===== config.mk =====
export PLATFORM = sky130hd
export DESIGN_NAME = param_load_counter_flat
export DESIGN_NICKNAME = d
export VERILOG_FILES = /design/src/rtl/counter_pkg.sv /design/src/rtl/param_load_counter_if.sv /design/src/rtl/prescaler_tick.sv /design/src/rtl/param_load_counter.sv /design/src/flat_wrapper.sv
export SDC_FILE = /design/constraint.sdc
export NUM_CORES = 1
export LEC_CHECK = 0
export BUFFER_PORTS_ARGS = -buffer_cell sky130_fd_sc_hd__clkbuf_2
export CORE_MARGIN = 4
export CORE_UTILIZATION = 59
export DETAILED_ROUTE_END_ITERATION = 8
export PLACE_DENSITY_LB_ADDON = 0.15
export SLEW_MARGIN = 5
export SYNTH_ARGS = -nofsm -noshare
export SYNTH_HDL_FRONTEND = slang
export SYNTH_HIERARCHICAL = 1
export SYNTH_SLANG_ARGS = --single-unit

===== constraint.sdc =====
create_clock -name clk -period 2.9 [get_ports clk]
set_input_delay 0.58 -clock clk [delete_from_list [all_inputs] [get_ports clk]]
set_output_delay 0.58 -clock clk [all_outputs]
set_load 0.02 [all_outputs]

===== src/rtl/counter_pkg.sv =====
// -----------------------------------------------------------------------------
// counter_pkg
// Shared definitions for the parametrised load/count timer and its consumers
// (the seg7 display path uses the default width and prescale values).
//   - 2-bit state encoding for the timer FSM (IDLE / RUN / DONE)
//   - direction encoding (DIR_DOWN / DIR_UP)
//   - default WIDTH / PRESCALE / PS_W values
// -----------------------------------------------------------------------------
package counter_pkg;

    typedef logic [1:0] state_t;

    localparam state_t IDLE = 2'd0;
    localparam state_t RUN  = 2'd1;
    localparam state_t DONE = 2'd2;

    localparam logic DIR_DOWN = 1'b0;
    localparam logic DIR_UP   = 1'b1;

    localparam int DEFAULT_WIDTH    = 32;
    localparam int DEFAULT_PRESCALE = 1;
    localparam int DEFAULT_PS_W     = 16;

endpackage


===== src/rtl/param_load_counter_if.sv =====
// -----------------------------------------------------------------------------
// param_load_counter_if
// Control/status bundle of the load/count timer.
//   master : drives load, init_data, en, dir, auto_reload;
//            observes count_data, tc, busy, done
//   slave  : the timer itself (the reverse directions)
// -----------------------------------------------------------------------------
interface param_load_counter_if
    import counter_pkg::*;
#(
    parameter int WIDTH = DEFAULT_WIDTH
);

    logic             load;
    logic [WIDTH-1:0] init_data;
    logic             en;
    logic             dir;
    logic             auto_reload;
    logic [WIDTH-1:0] count_data;
    logic             tc;
    logic             busy;
    logic             done;

    modport master (
        output load, init_data, en, dir, auto_reload,
        input  count_data, tc, busy, done
    );

    modport slave (
        input  load, init_data, en, dir, auto_reload,
        output count_data, tc, busy, done
    );

endinterface


===== src/rtl/prescaler_tick.sv =====
// -----------------------------------------------------------------------------
// prescaler_tick
// Divides enabled clock cycles by PRESCALE and flags the cycle on which the
// timer should take a count step.
// Ports:
//   clk   : system clock, rising edge
//   reset : asynchronous active-low reset
//   clr   : synchronous clear (timer load), wins over en
//   en    : advance the prescaler this cycle; 0 freezes it
//   tick  : combinational, high when en && count == PRESCALE-1
// -----------------------------------------------------------------------------
module prescaler_tick #(
    parameter int PRESCALE = 1,
    parameter int PS_W     = 16
) (
    input  logic clk,
    input  logic reset,
    input  logic clr,
    input  logic en,
    output logic tick
);

    localparam logic [PS_W-1:0] LAST = PS_W'(PRESCALE - 1);
    localparam logic [PS_W-1:0] ONE  = PS_W'(1);

    logic [PS_W-1:0] count;

    assign tick = en && (count == LAST);

    always_ff @(posedge clk or negedge reset) begin
        if (!reset) begin
            count <= '0;
        end else if (clr) begin
            count <= '0;
        end else if (en) begin
            // Wrap on the step cycle so the next step is a full PRESCALE away.
            count <= tick ? '0 : count + ONE;
        end
    end

endmodule


===== src/rtl/param_load_counter.sv =====
// -----------------------------------------------------------------------------
// param_load_counter
// Parametrised load/count timer: loads init_data (also kept as the reload
// value), then steps down or up once every PRESCALE enabled cycles. At the
// terminal value (0 counting down, all-ones counting up) it pulses tc for one
// cycle and either reloads (auto_reload=1) or stops in DONE (one-shot).
// Ports:
//   clk   : system clock, rising edge
//   reset : asynchronous active-low reset
//   bus   : slave side of param_load_counter_if
//           in : load, init_data, en, dir, auto_reload
//           out: count_data (to seg7), tc (to interrupt/sequencing),
//                busy (in RUN), done (one-shot expired)
// -----------------------------------------------------------------------------
module param_load_counter
    import counter_pkg::*;
#(
    parameter int WIDTH    = DEFAULT_WIDTH,
    parameter int PRESCALE = DEFAULT_PRESCALE,
    parameter int PS_W     = DEFAULT_PS_W
) (
    input  logic                 clk,
    input  logic                 reset,
    param_load_counter_if.slave  bus
);

    localparam logic [WIDTH-1:0] ONE = WIDTH'(1);

    state_t           state;
    logic [WIDTH-1:0] count;
    logic [WIDTH-1:0] reload;
    logic             tc;
    logic             busy;
    logic             done;
    logic             run_en;
    logic             tick;

    function automatic logic [WIDTH-1:0] terminal_of(input logic d);
        return (d == DIR_UP) ? {WIDTH{1'b1}} : {WIDTH{1'b0}};
    endfunction

    // The prescaler only advances while running; en is ignored in IDLE/DONE.
    assign run_en = bus.en && (state == RUN);

    prescaler_tick #(
        .PRESCALE (PRESCALE),
        .PS_W     (PS_W)
    ) u_prescaler (
        .clk   (clk),
        .reset (reset),
        .clr   (bus.load),
        .en    (run_en),
        .tick  (tick)
    );

    always_ff @(posedge clk or negedge reset) begin
        if (!reset) begin
            state  <= IDLE;
            count  <= '0;
            reload <= '0;
            tc     <= 1'b0;
            busy   <= 1'b0;
            done   <= 1'b0;
        end else begin
            tc <= 1'b0;
            if (bus.load) begin
                // Load overrides enable and any terminal step on the same edge.
                state  <= RUN;
                count  <= bus.init_data;
                reload <= bus.init_data;
                busy   <= 1'b1;
                done   <= 1'b0;
            end else begin
                case (state)
                    RUN: begin
                        if (tick) begin
                            // Terminal check before arithmetic: never wrap.
                            if (count == terminal_of(bus.dir)) begin
                                tc <= 1'b1;
                                if (bus.auto_reload) begin
                                    count <= reload;
                                end else begin
                                    state <= DONE;
                                    busy  <= 1'b0;
                                    done  <= 1'b1;
                                end
                            end else if (bus.dir == DIR_UP) begin
                                count <= count + ONE;
                            end else begin
                                count <= count - ONE;
                            end
                        end
                    end
                    default: begin
                        // IDLE and DONE hold until the next load.
                    end
                endcase
            end
        end
    end

    assign bus.count_data = count;
    assign bus.tc         = tc;
    assign bus.busy       = busy;
    assign bus.done       = done;

endmodule


===== src/flat_wrapper.sv =====
// flat-port wrapper written by rule: the top's interface ports become plain ports
module param_load_counter_flat import counter_pkg::*;
#(
    parameter int WIDTH    = DEFAULT_WIDTH,
    parameter int PRESCALE = DEFAULT_PRESCALE,
    parameter int PS_W     = DEFAULT_PS_W
)
  (clk, reset, bus_load, bus_init_data, bus_en, bus_dir, bus_auto_reload, bus_count_data, bus_tc, bus_busy, bus_done);
  param_load_counter_if #(.WIDTH(WIDTH)) bus_i ();
  input  logic clk;
  input  logic reset;
  input wire logic [$bits(bus_i.load)-1:0] bus_load;
  input wire logic [$bits(bus_i.init_data)-1:0] bus_init_data;
  input wire logic [$bits(bus_i.en)-1:0] bus_en;
  input wire logic [$bits(bus_i.dir)-1:0] bus_dir;
  input wire logic [$bits(bus_i.auto_reload)-1:0] bus_auto_reload;
  output wire logic [$bits(bus_i.count_data)-1:0] bus_count_data;
  output wire logic [$bits(bus_i.tc)-1:0] bus_tc;
  output wire logic [$bits(bus_i.busy)-1:0] bus_busy;
  output wire logic [$bits(bus_i.done)-1:0] bus_done;
  assign bus_i.load = bus_load;
  assign bus_i.init_data = bus_init_data;
  assign bus_i.en = bus_en;
  assign bus_i.dir = bus_dir;
  assign bus_i.auto_reload = bus_auto_reload;
  assign bus_count_data = bus_i.count_data;
  assign bus_tc = bus_i.tc;
  assign bus_busy = bus_i.busy;
  assign bus_done = bus_i.done;
  param_load_counter #(.WIDTH(WIDTH), .PRESCALE(PRESCALE), .PS_W(PS_W)) u_core (.clk(clk), .reset(reset), .bus(bus_i));
endmodule

==> results.ini <==
[logic_synthesis]
synth_warnings = 6
async_flop_share_pct = 100
syn_nets = 698
synth.avg_cell_area_um2 = 9.16
synth-edff-count = 0
synth-seq-cells = 83
synth_cell_types = 72
synth_cells = 627
ys.flop_type = dfrtp_1
synth_seq_area_share_pct = 36.2
syn_area_mm2 = 0.00574

[clocking]
cts_tree = built
root_buffer = clkbuf_8
clock_path_buffers = 2
clock_latency_ps = 370
cts_sinks = 83
cts-buffers-inserted = 9
h-tree-depth = 3
cts.clk_slew.worst_paths_ps = 90

[power_and_ir_drop]
netSwitchingFraction_pct = 39.5
power.clock.fraction_pct = 17.9
cellPowerDensity_mw_per_mm2 = 617
ir_drop_uv = 466
power_frac_comb_pct = 49.8
p_leak_nw = 3.37
seqPwrFrac_pct = 32.3
total_power_mw = 4.46
switchingPower_mw = 1.76
intPower_mw = 2.70

[timing]
hold_viol_final = 0
slew_viol_final = 0
setup_viol = 0
finalCriticalPeriod_ps = 2860
rsz0062_at_grt = yes
max_freq_mhz = 350
worst_pin_slew_ps = 507
fin_crit_sh_pct = 98.5
finalClockSkew_ps = 13.2
maxSlewHeadroom_pct = 66.1

[setup_path]
worst_path_max_delay_cell = ha_1
cpPeakStageDelay_ps = 380
worstPathArrival_ps = 3100
crit_path_end_kind = flip-flop
crit_required_ps = 3140
path_class = in -> reg
cp-start-kind = input port
crit_chain = clkbuf_2 > clkinvlp_4 > buf_12 > ha_1 > nand2_1 > nor3_2 > o311ai_1 > a21oi_2 > a31oi_2 > buf_4 > o41ai_1 > xnor2_1 > o211ai_1
crit_fanout = 15

[global_routing]
first_global_vias = 5462
antenna_found_initial = 0
overflow = 0
grt_max_degree = 50
grt_pass1_wl_um = 26400
grt_use_total_pct = 28.7

[floorplan]
pin_count = 73
coreArea_mm2 = 0.00937
dieArea_mm2 = 0.0114
row_count = 35
fp.dieW_um = 107
start_util_pct = 61.3
fp.dieH_um = 107

[drt]
vias_per_cell = 6.03
wirelength_um = 15700
ant_nets = 0
firstDrtPassIters = 5
vias = 5549
drt_iter0_markers = 303
drc = 0
wire_per_inst_um = 17.1

[final_layout]
synthToLayoutAreaGrowth_pct = 25.9
drive_gt1_share_pct = 31.6
fin_nets = 857
final_cells = 920
antenna_cells = 0

[placed_design]
gp_congestion = 0.922
numPortBuffers = 72
hpwl_um = 12100
place_inst = 903

[flow_run]
maxCapViolCount = 0

[hold_path]
min_path_type = in -> async

[status]
status = finished clean

==> area by class of cell <==
type,instances,area (um2)
clock inverter,5,35.0
multi-input combinational,489,3500
fill,700,2140
sequential,83,2080
inverter,25,97.6
tap,129,161
timing repair buffer,178,1210
clock buffer,11,151
==> sequential cells by signal, indices dropped and copies added (netlist names) <==
signal,flops
u_core/state,1
u_core/reload,32
u_core/bus.done,1
u_core/bus.count_data,32
u_core/u_prescaler/count,16
u_core/bus.tc,1
==> metal layers <==
metal	track usage [%]	part of all wire, %
met5	0	0
met4	6.48	1.5
met3	4.82	4.5
met2	50.4	50
met1	37.0	44
==> through the flow <==
step | area, um2 | setup TNS, ps | setup WS, ps | hold slack [ps] | util (%)
2_1_floorplan | 5750 | -5640 | -229 | 284 | -
3_5_place_dp | 6960 | -6560 | -593 | 482 | 74.3
5_1_grt | 7230 | -120 | -65.5 | 188 | 77.1
4_1_cts | 7170 | 0 | 12.8 | 170 | 76.5
6_report | 7230 | 0 | 42.2 | 157 | 77.1
3_3_place_gp | 6960 | -4360 | -463 | 480 | 74.3
==> Yosys cell counts (6+ instances only) <==
library cell  count  area [um2]
o21a_1            6        45.0
xor2_1           14         123
and2_1            6        37.5
dfrtp_1          83        2080
o21ai_0          39         195
nand3_1          19        95.1
nand4_1          14        87.6
and3_1            9        56.3
nand2_1          47         176
a21oi_1          55         275
a21o_1           18         135
o211ai_1         11        82.6
xnor2_1          13         114
and4_1            6        52.6
ha_1             32         400
clkbuf_1         11        41.3
a22oi_1          12        90.1
a31oi_1           6        37.5
buf_2            13        65.1
mux2i_1          13         130
mux2_2           28         315
nor2_1           35         131
nor3_1            9        45.0
inv_1            24        90.1
==> power by group through the flow <==
stage | clock [mW] | sequential [mW] | combinational, mW
finish | 0.800 | 1.44 | 2.22
detailed placement | 0 | 1.46 | 2.14
floorplan | 0 | 1.55 | 1.18
global placement | 0 | 1.45 | 2.06
CTS | 0.818 | 1.44 | 2.17
global route | 0.865 | 1.46 | 2.43
==> critical path: cells and delay by family <==
kind,cells,cell delay (ps)
buffers and inverters,4,580
adder cells (fa/ha/maj),1,380
AO/OA/AOI/OAI,5,1030
XOR/XNOR,1,170
AND/OR/NAND/NOR,2,360
==> what timing repair did <==
| item | CTS | global route |
|---|---|---|
| hold buffers | 0 | 0 |
| resized for setup | 3 | 17 |
| setup buffers | 0 | 1 |
| setup endpoints to repair | 2 | 12 |
| pin swaps | 0 | 6 |
==> cells by family (layout without fill, tap and decap cells) <==
group	after synthesis	after routing	synth area share [%]
multiplexers	41	41	7.76
XOR/XNOR	27	27	4.12
buffers and inverters	55	219	4.14
adder cells (fa/ha/maj)	33	33	7.32
AND/OR/NAND/NOR	179	179	16.3
AO/OA/AOI/OAI	209	209	24.2
flip-flops	83	83	36.2
==> final timing paths <==
kind	slack [ps]	to	cells after the start	from
setup / recovery	40	u_core/bus.count_data[30]	13	bus_dir
hold / removal	160	u_core/bus.count_data[10]	1	reset
setup reg to reg	200	u_core/bus.count_data[30]	11	u_core/bus.count_data[1]
hold reg to reg	500	u_core/bus.count_data[7]	2	u_core/reload[7]
max in group asynchronous	2120	u_core/reload[29]	2	reset
min in group clk	450	u_core/reload[28]	3	bus_init_data[28]
==> cells in the final DEF, fill, tap and decap left out, types with 4 or more instances in the layout <==
cell      count
nor2_1       35
xnor2_1      13
nand2b_1      5
nand2_1      47
o22ai_1       4
or3_1         5
o211ai_1     11
nor2b_1       5
o21a_1        6
mux2i_1      13
ha_1         31
a22oi_1      12
nand4_1      14
clkbuf_2     71
buf_12        4
nor4_1        5
a22o_1        4
xor2_1       14
o21ai_0      37
clkbuf_8     11
and4_1        6
nand3_1      19
o21ai_1       5
and3_1        9
a31oi_1       4
a221oi_1      5
a21o_1       18
buf_4       103
a21oi_1      52
o21bai_1      5
nor3_1        9
a211oi_1      5
mux2_2       28
and2_1        6
o31ai_1       4
inv_1        22
dfrtp_1      83
(Power assumes the default switching activity.)
